<file path="config.mk">
export PLATFORM = sky130hd
export DESIGN_NAME = mem_access_stage
export DESIGN_NICKNAME = d
export VERILOG_FILES = /design/src/rtl/mem_access_stage.sv
export SDC_FILE = /design/constraint.sdc
export NUM_CORES = 1
export LEC_CHECK = 0
export ABC_AREA = 1
export BUFFER_PORTS_ARGS = -buffer_cell sky130_fd_sc_hd__buf_2
export CAP_MARGIN = 25
export CORE_MARGIN = 3
export CORE_UTILIZATION = 35
export DETAILED_ROUTE_END_ITERATION = 8
export PLACE_DENSITY = 0.7
export SLEW_MARGIN = 10
export SYNTH_ARGS = -nofsm -noshare
export SYNTH_HDL_FRONTEND = slang
export SYNTH_SLANG_ARGS = --single-unit
</file>
<file path="constraint.sdc">
create_clock -name clk -period 1.5 [get_ports clk]
set_clock_uncertainty 0.05 [all_clocks]
set_input_delay 0.3 -clock clk [delete_from_list [all_inputs] [get_ports clk]]
set_output_delay 0.3 -clock clk [all_outputs]
set_load 0.05 [all_outputs]
</file>
<file path="src/rtl/mem_access_stage.sv">
// RV32 memory-access stage: EX/MEM -> data bus -> MEM/WB, with bus timeout.
// Optional misalignment trap enabled by defining MEM_MISALIGN_CHECK_EN.
module mem_access_stage #(
  parameter int TIMEOUT_CYCLES = 16
) (
  input  logic        clk,
  input  logic        rst,
  input  logic        RegWrite,
  input  logic        MemWrite,
  input  logic        MemRead,
  input  logic        MemtoReg,
  input  logic [31:0] result,
  input  logic [31:0] writeData,
  input  logic [4:0]  rd,
  input  logic [2:0]  funct3,
  output logic        stall,
  output logic        dmem_req,
  output logic        dmem_we,
  output logic [31:0] dmem_addr,
  output logic [31:0] dmem_wdata,
  output logic [3:0]  dmem_be,
  input  logic        dmem_ack,
  input  logic [31:0] dmem_rdata,
  output logic        RegWrite_out,
  output logic        MemtoReg_out,
  output logic [31:0] readData_out,
  output logic [31:0] result_out,
  output logic [4:0]  rd_out,
  output logic        bus_err,
  output logic        misalign_out
);

  typedef enum logic {IDLE, BUSY} state_t;

  state_t      state, state_n;
  logic [7:0]  cnt;
  logic [2:0]  f3_q;
  logic [1:0]  lo_q;
  logic        misal_q;
  logic        mem_op;
  logic        misal;
  logic        timeout;
  logic [3:0]  be_n;
  logic [31:0] wd_n;
  logic [31:0] sh_w;
  logic [15:0] half;
  logic [31:0] ld_data;

  assign mem_op  = MemRead | MemWrite;
  assign timeout = (cnt == 8'(TIMEOUT_CYCLES - 1));
  assign misalign_out = misal_q;

`ifdef MEM_MISALIGN_CHECK_EN
  assign misal = funct3[1] ? (result[1:0] != 2'b00)
                           : (funct3[0] & result[0]);
`else
  assign misal = 1'b0;
`endif

  always_comb begin
    state_n = state;
    stall   = 1'b0;
    unique case (state)
      IDLE: begin
        if (mem_op && !misal) state_n = BUSY;
        stall = !rst && mem_op && !misal;
      end
      BUSY: begin
        if (dmem_ack || timeout) state_n = IDLE;
        stall = !rst && !dmem_ack && !timeout;
      end
      default: state_n = IDLE;
    endcase
  end

  always_ff @(posedge clk) begin
    if (rst) state <= IDLE;
    else     state <= state_n;
  end

  // store lane steering
  always_comb begin
    be_n = 4'b0001 << result[1:0];
    wd_n = {4{writeData[7:0]}};
    unique case (1'b1)
      funct3[1]: begin
        be_n = 4'b1111;
        wd_n = writeData;
      end
      !funct3[1] && funct3[0]: begin
        be_n = result[1] ? 4'b1100 : 4'b0011;
        wd_n = {2{writeData[15:0]}};
      end
      default: ;
    endcase
  end

  // load lane extraction
  always_comb begin
    sh_w    = dmem_rdata >> {lo_q, 3'b000};
    half    = lo_q[1] ? dmem_rdata[31:16] : dmem_rdata[15:0];
    ld_data = dmem_rdata;
    unique case (1'b1)
      f3_q == 3'b000: ld_data = {{24{sh_w[7]}}, sh_w[7:0]};
      f3_q == 3'b100: ld_data = {24'b0, sh_w[7:0]};
      f3_q == 3'b001: ld_data = {{16{half[15]}}, half};
      f3_q == 3'b101: ld_data = {16'b0, half};
      default: ;
    endcase
  end

  always_ff @(posedge clk) begin
    if (rst) begin
      cnt          <= '0;
      f3_q         <= '0;
      lo_q         <= '0;
      misal_q      <= 1'b0;
      bus_err      <= 1'b0;
      dmem_req     <= 1'b0;
      dmem_we      <= 1'b0;
      dmem_addr    <= '0;
      dmem_wdata   <= '0;
      dmem_be      <= '0;
      RegWrite_out <= 1'b0;
      MemtoReg_out <= 1'b0;
      readData_out <= '0;
      result_out   <= '0;
      rd_out       <= '0;
    end else begin
      bus_err <= 1'b0;
      misal_q <= 1'b0;
      unique case (state)
        IDLE: begin
          if (mem_op) begin
            RegWrite_out <= 1'b0;
            MemtoReg_out <= 1'b0;
            readData_out <= '0;
            if (misal) begin
              misal_q <= 1'b1;
            end else begin
              dmem_req   <= 1'b1;
              dmem_we    <= MemWrite;
              dmem_addr  <= {result[31:2], 2'b00};
              dmem_be    <= be_n;
              dmem_wdata <= wd_n;
              f3_q       <= funct3;
              lo_q       <= result[1:0];
              cnt        <= '0;
            end
          end else begin
            RegWrite_out <= RegWrite;
            MemtoReg_out <= MemtoReg;
            readData_out <= '0;
            result_out   <= result;
            rd_out       <= rd;
          end
        end
        BUSY: begin
          if (dmem_ack) begin
            dmem_req     <= 1'b0;
            cnt          <= '0;
            RegWrite_out <= RegWrite;
            MemtoReg_out <= MemtoReg;
            readData_out <= dmem_we ? 32'b0 : ld_data;
            result_out   <= result;
            rd_out       <= rd;
          end else begin
            RegWrite_out <= 1'b0;
            MemtoReg_out <= 1'b0;
            readData_out <= '0;
            if (timeout) begin
              dmem_req <= 1'b0;
              bus_err  <= 1'b1;
              cnt      <= '0;
            end else begin
              cnt <= cnt + 8'd1;
            end
          end
        end
        default: ;
      endcase
    end
  end

endmodule

</file>
==> results of run 1 <==
[power by group through the flow]
stage,sequential (mW),combinational [mW],clock [mW]
final,4.63,3.09,4.61
after global routing,4.67,3.33,4.89
after CTS,4.63,3.08,4.73
after detailed placement,4.70,3.06,0
after global placement,4.70,3.04,0
after floorplan,5.84,1.09,0
[cells by family (layout without fill, tap and decap cells)]
kind of cell,count (synthesis),count (layout)
adder cells (fa/ha/maj),1,1
other,1,3
buffers and inverters,117,393
XOR/XNOR,4,4
flip-flops,154,154
AND/OR/NAND/NOR,374,374
AO/OA/AOI/OAI,193,193
[state kept, by name (all words and copies together), names as in the netlist]
name / cells
state: 1
lo_q: 2
f3_q: 3
dmem_we: 1
bus_err: 1
RegWrite_out: 1
rd_out: 5
readData_out: 32
dmem_req: 1
dmem_addr: 30
result_out: 32
dmem_be: 4
MemtoReg_out: 1
cnt: 8
dmem_wdata: 32
[cell type report]
cell class	count	area, µm²	area share, %
clock buffers	20	467	5.32
clock inverters	10	165	1.88
inverters	64	255	2.91
multi-input cells	575	2770	31.6
flip-flops and latches	154	3090	35.2
well taps	225	282	3.21
repair buffers	299	1740	19.8
[stage by stage]
| step | cells | hold slack, ns | total power [mW] | utilization [%] |
|---|---|---|---|---|
| 3_5_place_dp | 1308 | 0.395 | 7.76 | 45.3 |
| 5_1_grt | 1347 | 0.0356 | 12.9 | 49.9 |
| 6_report | 1347 | 0.0500 | 12.3 | 49.9 |
| 3_3_place_gp | 1308 | 0.394 | 7.74 | 45.3 |
| 4_1_cts | 1339 | 0.0313 | 12.4 | 49.2 |
| 2_1_floorplan | 846 | 0.367 | 6.93 | - |
[path summary, 6_finish.rpt]
path / cells after the start / to / slack, ns
worst min register to register: 2 / dmem_req / 0.41
worst min-delay path: 3 / rd_out[3] / 0.05
worst max register to register: 15 / cnt[6] / -0.37
worst max-delay path: 15 / cnt[6] / -0.37
[worst reg2reg max path, delay by kind of cell (launching register included)]
family	cells	cell delay, ns
flops	1	0.33
compound gates	1	0.08
simple gates	5	0.37
buf+inv	8	0.82
fa+ha+maj	1	0.17
[layout by cell type, fill, tap and decap left out, types with 14 or more instances in the layout]
master	instances
buf_4	35
dfxtp_1	150
clkbuf_16	17
nand3_2	14
inv_1	54
a21oi_1	48
buf_2	249
nand3_1	21
o21ai_0	108
nor2_1	171
nand2_1	132
a31oi_1	16
[routing by layer]
metal | vias to the layer above | track usage [%] | wire length, µm
met5 | - | 0 | 9
met4 | 2 | 6.12 | 326
met3 | 26 | 6.11 | 1660
met2 | 226 | 30.6 | 8950
met1 | 2882 | 22.6 | 8060
li1 | 3240 | - | -
[repair_timing]
action                     4_1_cts  5_1_grt
hold endpoints to repair         0        0
hold buffers                     0        0
resized for setup               12       18
setup buffers                    1        9
setup endpoints to repair        8       46
pin swaps                        5        3
==> reports/qor.txt, run 1 <==
outcome - finished, violations left
failing checks - negative setup slack
Die X - 141 µm
FF-to-FF Start - cnt[1]
largest net degree at the start of global routing - 65
Post-Synth Adder-Cell Area - 0.195%
WL/cell - 14.1 µm
final hold vios - 0
XOR/XNOR Fraction of Synth Area - 0.547%
pwr dens - 1410 nW/µm²
drt first pass iters - 4
Post-Route WL - 19.0 mm
CP Max Fanout - 5
die span in y - 141 µm
crit path DAT - 2.18 ns
Async S/R FF share, synth - 0%
Post-Syn Area per Cell - 7.58 µm²
Finished Cell Area - 8770 µm²
CP cell instances - ha_4 -> nand2_4 -> nor2_4 -> nand2_2 -> o21bai_4 -> buf_4 -> buf_6 -> buf_6 -> buf_6 -> buf_6 -> buf_6 -> buf_6 -> nand2_4 -> inv_6 -> nor2_2
unique cell type count in the Yosys netlist - 35
count leader, synth - nor2_1
Logic pwr share - 25.1%
Max H-tree Level - 4
Simple-Gate Fraction of Synth Area - 25.5%
Main synth FF type - dfxtp_1
Worst-Margin Slew - 0.562 ns
maximum VDD drop - 0.000832 V
ant diodes - 0
DRT iter0 DRCs - 240
Num CTS Buffers - 17
Commonest cells post-synth - nor2_1 (174), dfxtp_1 (154), nand2_1 (135)
clock root buffer - clkbuf_16
Lkg Pwr - 4.56 nW
Hold Path Origin - rd[3]
crit path launch type - flip-flop
mux contribution to synthesized area - 0%
row cnt - 48
critical path required time - 1.80 ns
GR Util All Layers - 18.5%
synth-to-layout area growth - 37.0%
switching share of power - 33.6%
Initial Util - 36.4%
Detail Route Antenna Nets - 0
area of the core - 17600 µm²
vias - 6376
die area - 19900 µm²
Buffers on Ports - 251
min Tclk post-route - 1.87 ns
Placed Area - 7980 µm²
Fmax - 534 MHz
# IOs - 255
largest family of logic cells by synthesized area - simple AND/OR/NAND/NOR gates
clock power share - 37.4%
CTS tree - yes
initial antenna violation count - 1
Avg Vias per Cell - 4.73
fin nets - 1223
worst path bufs/invs - 8
total gr overflow - 0
Synth Area in Compound Gates - 16.1%
global-route wire length before repair - 30.0 mm
max_slew headroom - 62.5%
Critical-path top delay cell - dfxtp_2
fin crit share - 125%
number of global-route vias before repair - 6096
pre-CTS setup slack - -0.0723 ns
Synth area leader - dfxtp_1
Crit. Startpoint - cnt[1]
switching power of the nets - 4.14 mW
Yosys warning count - 0
Pins Over Slew Limit - 0
clk_lat worst skew - 0.42 ns
CP delay by family, top - buffers and inverters
FILL cells - 1706
worst hold path class - input pin to flip-flop
Synth Register Bits - 154
clk slew on worst S/H paths - 0.06 ns
Largest stage delay, worst path - 0.33 ns
GPL Wtd Cong - 0.883
Final setup viols - 8
layout cells sized above 1 - 35.3%
register area share after synthesis - 48.2%
Yosys top cell area share - 48.2%
Max Buffers Root-to-Sink - 2
setup TNS - -2.90 ns
drt drc - 0
register share of total power - 37.5%
max_cap viols - 0
kind of critical path - flip-flop to flip-flop
Syn Inst Count - 844
RSZ-0062 raised after global routing - yes
clk sinks - 154
Post-Syn Area - 6400 µm²
DP HPWL - 13.7 mm
Final WS setup - -0.374 ns
top cells by area, synth - dfxtp_1 (48%), nor2_1 (10%), o21ai_0 (8.4%), nand2_1 (7.9%), a21oi_1 (3.8%)
number of enable flip-flop cells after synthesis - 0
crit end category - flip-flop
Int Pwr - 8.19 mW
most used cell along the critical path - buf_6
(Power assumes the default switching activity.)
==> run 2, diff against run 1 <==
==> constraint.sdc (replaced) <==
create_clock -name clk -period 1.5 [get_ports clk]
set_clock_uncertainty 0.05 [all_clocks]
set_input_delay 0.3 -clock clk [delete_from_list [all_inputs] [get_ports clk]]
set_output_delay 0.3 -clock clk [all_outputs]
set_load 0.1 [all_outputs]
==> reports/qor.txt, run 2 (same netlist as run 1, synthesis figures left out) <==
outcome - finished, violations left
failing checks - negative setup slack
Initial Util - 36.4% (unchanged)
clk sinks - 154 (unchanged)
largest net degree at the start of global routing - 75 (+15%)
clk_lat worst skew - 0.42 ns (about the same)
GR Util All Layers - 19.3% (+0.87 points)
maximum VDD drop - 0.000810 V (-2.6%)
Buffers on Ports - 251 (unchanged)
pwr dens - 1550 nW/µm² (+10%)
die span in y - 141 µm (unchanged)
layout cells sized above 1 - 35.0% (-0.29 points)
RSZ-0062 raised after global routing - yes
Lkg Pwr - 4.55 nW (-0.16%)
largest registers - dmem_wdata x32, readData_out x32, result_out x32
drt first pass iters - 5 (+1)
WL/cell - 14.5 µm (+2.8%)
Post-Route WL - 19.5 mm (+2.5%)
fin crit share - 124% (-0.49 points)
drt drc - 0 (unchanged)
pre-CTS setup slack - -0.0904 ns (-0.0181 ns)
Pins Over Slew Limit - 0 (unchanged)
# IOs - 255 (unchanged)
Placed Area - 7990 µm² (+0.17%)
crit path launch type - flip-flop
critical path required time - 1.15 ns (-0.65 ns)
Die X - 141 µm (unchanged)
kind of critical path - flip-flop to primary output
CP Max Fanout - 2 (-3)
initial antenna violation count - 0 (-1)
row cnt - 48 (unchanged)
Detail Route Antenna Nets - 0 (unchanged)
max_cap viols - 0 (unchanged)
CTS tree - yes
Fmax - 536 MHz (+0.40%)
worst hold path class - input pin to flip-flop
area of the core - 17600 µm² (unchanged)
crit path DAT - 1.52 ns (-0.66 ns)
die area - 19900 µm² (unchanged)
global-route wire length before repair - 31.2 mm (+3.9%)
FILL cells - 1658 (-2.8%)
crit end category - primary output
DP HPWL - 13.8 mm (+0.68%)
Max H-tree Level - 4 (unchanged)
clk slew on worst S/H paths - 0.07 ns (about the same)
Max Buffers Root-to-Sink - 2 (unchanged)
clock root buffer - clkbuf_16
Num CTS Buffers - 17 (unchanged)
Final setup viols - 1 (-7)
Avg Vias per Cell - 4.78 (+1.1%)
Min Hold Slack - 0.0514 ns (+0.00140 ns)
setup TNS - -0.366 ns (+2.53 ns)
fin nets - 1216 (-0.57%)
vias - 6426 (+0.78%)
most frequent cells in the layout - nor2_1 (173), buf_4 (173), dfxtp_1 (148), nand2_1 (132), buf_2 (110)
final hold vios - 0 (unchanged)
min Tclk post-route - 1.87 ns (-0.00740 ns)
GPL Wtd Cong - 0.888 (+0.54%)
number of global-route vias before repair - 6194 (+1.6%)
Final WS setup - -0.366 ns (+0.00740 ns)
Tot Pwr - 14.1 mW (+14%)
synth-to-layout area growth - 42.0%
Finished Cell Area - 9090 µm² (+3.6%)
total gr overflow - 0 (unchanged)
DRT iter0 DRCs - 331 (+38%)
-- run 2: worst paths after layout --
path	depth (start not counted)	to	slack, ns	from
worst min-delay path	3	rd_out[2]	0.05	rd[2]
worst max-delay path	7	stall	-0.37	cnt[1]
worst min register to register	2	dmem_req	0.43	dmem_req
worst max register to register	10	cnt[0]	0.02	cnt[1]
-- run 2: repair_timing --
item	in CTS	in global routing
hold buffers	0	0
pin swaps	4	2
gates resized for setup	146	9
gates cloned	0	0
buffers inserted	2	3
endpoints found under the setup margin	143	51
-- run 2: cell type report --
cell class                      instances  area [µm²]  area share [%]
Inverter                               64         255            2.81
Tap cell                              225         282            3.10
Antenna cell                            1        2.50          0.0275
Timing Repair Buffer                  292        2030            22.3
Clock buffer                           19         453            4.98
Clock inverter                         13         213            2.34
Sequential cell                       154        3090            34.0
Multi-Input combinational cell        575        2760            30.4
-- run 2: report_power, final --
part | internal, mW | total (mW) | leakage, nW | switching, mW
Combinational | 1.01 | 4.54 | 2.96 | 3.53
Sequential | 4.45 | 4.66 | 1.27 | 0.209
Clock | 3.06 | 4.86 | 0.317 | 1.80
-- run 2: critical path, cell delays in order (launching register included) --
cell and delay [ns]:
dfxtp_4 0.36, ha_4 0.14, nand2_4 0.05, nor2_4 0.10
nand2_2 0.08, o21bai_4 0.15, nand2_4 0.07, buf_12 0.16
-- run 2: routing by layer --
layer  wire [µm]  global-route usage (%)  share of wire, %
met5           0                       0                 0
met2        9160                    31.7                47
met1        8190                    23.8                42
met4         286                    5.61               1.5
met3        1850                    7.09               9.5
-- run 2: through the flow --
step           instances  utilization [%]
2_1_floorplan        846                -
3_3_place_gp        1305             45.4
3_5_place_dp        1305             45.4
4_1_cts             1339             51.4
5_1_grt             1342             51.6
6_report            1343             51.7
==> run 3, diff against run 2 <==
--- a/config.mk
+++ b/config.mk
@@ -8,6 +8,7 @@
 export ABC_AREA = 1
 export BUFFER_PORTS_ARGS = -buffer_cell sky130_fd_sc_hd__buf_2
 export CAP_MARGIN = 25
+export CORE_ASPECT_RATIO = 1.5
 export CORE_MARGIN = 3
 export CORE_UTILIZATION = 35
 export DETAILED_ROUTE_END_ITERATION = 8
==> reports/qor.txt, run 3 (same netlist as run 1, synthesis figures left out) <==
outcome - finished, violations left
failing checks - negative setup slack
CP Max Fanout - 2 (unchanged)
GPL Wtd Cong - 0.907 (+2.2%)
DP HPWL - 13.9 mm (+0.63%)
r2r worst-path depth - 14 (+4)
non-filler cells, final - 1336 (-0.52%)
Lkg Pwr - 4.55 nW (about the same)
GR Util All Layers - 19.4% (+0.096 points)
Finished Cell Area - 9060 µm² (-0.29%)
row cnt - 59 (+23%)
clk sinks - 154 (unchanged)
Placed Cells - 1293 (-0.92%)
Num CTS Buffers - 17 (unchanged)
vias - 6550 (+1.9%)
initial antenna violation count - 0 (unchanged)
critical path required time - 1.15 ns (about the same)
layout cells sized above 1 - 35.4% (+0.44 points)
pwr dens - 1490 nW/µm² (-3.9%)
fin crit share - 126% (+2.0 points)
ant diodes - 0 (-1)
worst hold path class - input pin to flip-flop
Final WS setup - -0.397 ns (-0.0305 ns)
setup TNS - -2.37 ns (-2.01 ns)
die span in y - 172 µm (+22%)
fin nets - 1223 (+0.58%)
max_cap viols - 0 (unchanged)
maximum VDD drop - 0.000838 V (+3.5%)
kind of critical path - flip-flop to primary output
Post-Route WL - 19.7 mm (+1.1%)
clk_lat worst skew - 0.42 ns (about the same)
synth-to-layout area growth - 41.6%
hold depth - 3 (unchanged)
final core occ - 51.4% (-0.28 points)
Reg area - 3090 µm² (about the same)
area of the core - 17600 µm² (+0.26%)
number of global-route vias before repair - 6297 (+1.7%)
final hold vios - 0 (unchanged)
Die X - 116 µm (-18%)
Pins Over Slew Limit - 0 (unchanged)
largest registers - dmem_wdata x32, readData_out x32, result_out x32
crit path DAT - 1.55 ns (+0.03 ns)
CTS tree - yes
largest net degree at the start of global routing - 95 (+27%)
die area - 20000 µm² (+0.17%)
Buffers on Ports - 251 (unchanged)
clk slew on worst S/H paths - 0.07 ns (about the same)
most frequent cells in the layout - nor2_1 (173), buf_4 (169), dfxtp_1 (147), nand2_1 (131), buf_2 (110)
total gr overflow - 0 (unchanged)
Avg Vias per Cell - 4.90 (+2.5%)
Fmax - 527 MHz (-1.6%)
global-route wire length before repair - 30.8 mm (-1.4%)
crit path launch type - flip-flop
DRT iter0 DRCs - 442 (+34%)
Final setup viols - 8 (+7)
min Tclk post-route - 1.90 ns (+0.0305 ns)
FILL cells - 1692 (+2.1%)
Max H-tree Level - 4 (unchanged)
Detail Route Antenna Nets - 0 (unchanged)
Initial Util - 36.3% (-0.095 points)
clock root buffer - clkbuf_16
area of the multi-input gates - 2770 µm² (+0.27%)
drt drc - 0 (unchanged)
# IOs - 255 (unchanged)
Placed Area - 7960 µm² (-0.41%)
Min Hold Slack - 0.0475 ns (-0.00396 ns)
most common cell after layout, fill and taps aside - nor2_1
crit end category - primary output
RSZ-0062 raised after global routing - yes
WL/cell - 14.8 µm (+1.7%)
drt first pass iters - 5 (unchanged)
Max Buffers Root-to-Sink - 2 (unchanged)
## run 3: area by class of cell
type | instances | area share [%]
Sequential cell | 154 | 34.1
Timing Repair Buffer | 299 | 23.2
Clock buffer | 19 | 4.89
Clock inverter | 12 | 1.55
Inverter | 64 | 2.76
Tap cell | 213 | 2.94
Multi-Input combinational cell | 575 | 30.6
## run 3: final timing paths
check,startpoint,to,slack (ns)
min,RegWrite,RegWrite_out,0.05
min reg2reg,dmem_req,dmem_req,0.41
max,cnt[0],stall,-0.40
max reg2reg,cnt[0],cnt[0],-0.32
## run 3: power by group
group	internal (mW)	switching [mW]
combinational	1.01	3.55
clock	2.51	1.77
sequential	4.45	0.195
total	7.96	5.52
## run 3: critical path: stages, from the launching register on
cell	delay (ns)
dfxtp_2	0.36
ha_4	0.16
nand2_4	0.05
nor2_4	0.09
nand2_2	0.08
o21bai_4	0.15
nand2_4	0.06
buf_12	0.16
## run 3: what timing repair did
item | CTS | global route
hold buffers | 0 | 0
endpoints found under the setup margin | 136 | 31
pin swaps | 6 | 3
buffers inserted | 7 | 5
resized for setup | 148 | 18
## run 3: metal layers
layer | routed length (µm) | GRT usage (%)
met1 | 7710 | 21.8
met2 | 9950 | 33.6
met3 | 1400 | 5.28
met4 | 658 | 9.49
met5 | 0 | 0
## run 3: metrics by stage
step	worst slack, ns	power [mW]
2_1_floorplan	-0.0733	8.19
3_3_place_gp	-0.0259	9.02
3_5_place_dp	-0.0513	9.05
4_1_cts	-0.443	13.6
5_1_grt	-0.470	14.0
6_report	-0.397	13.5
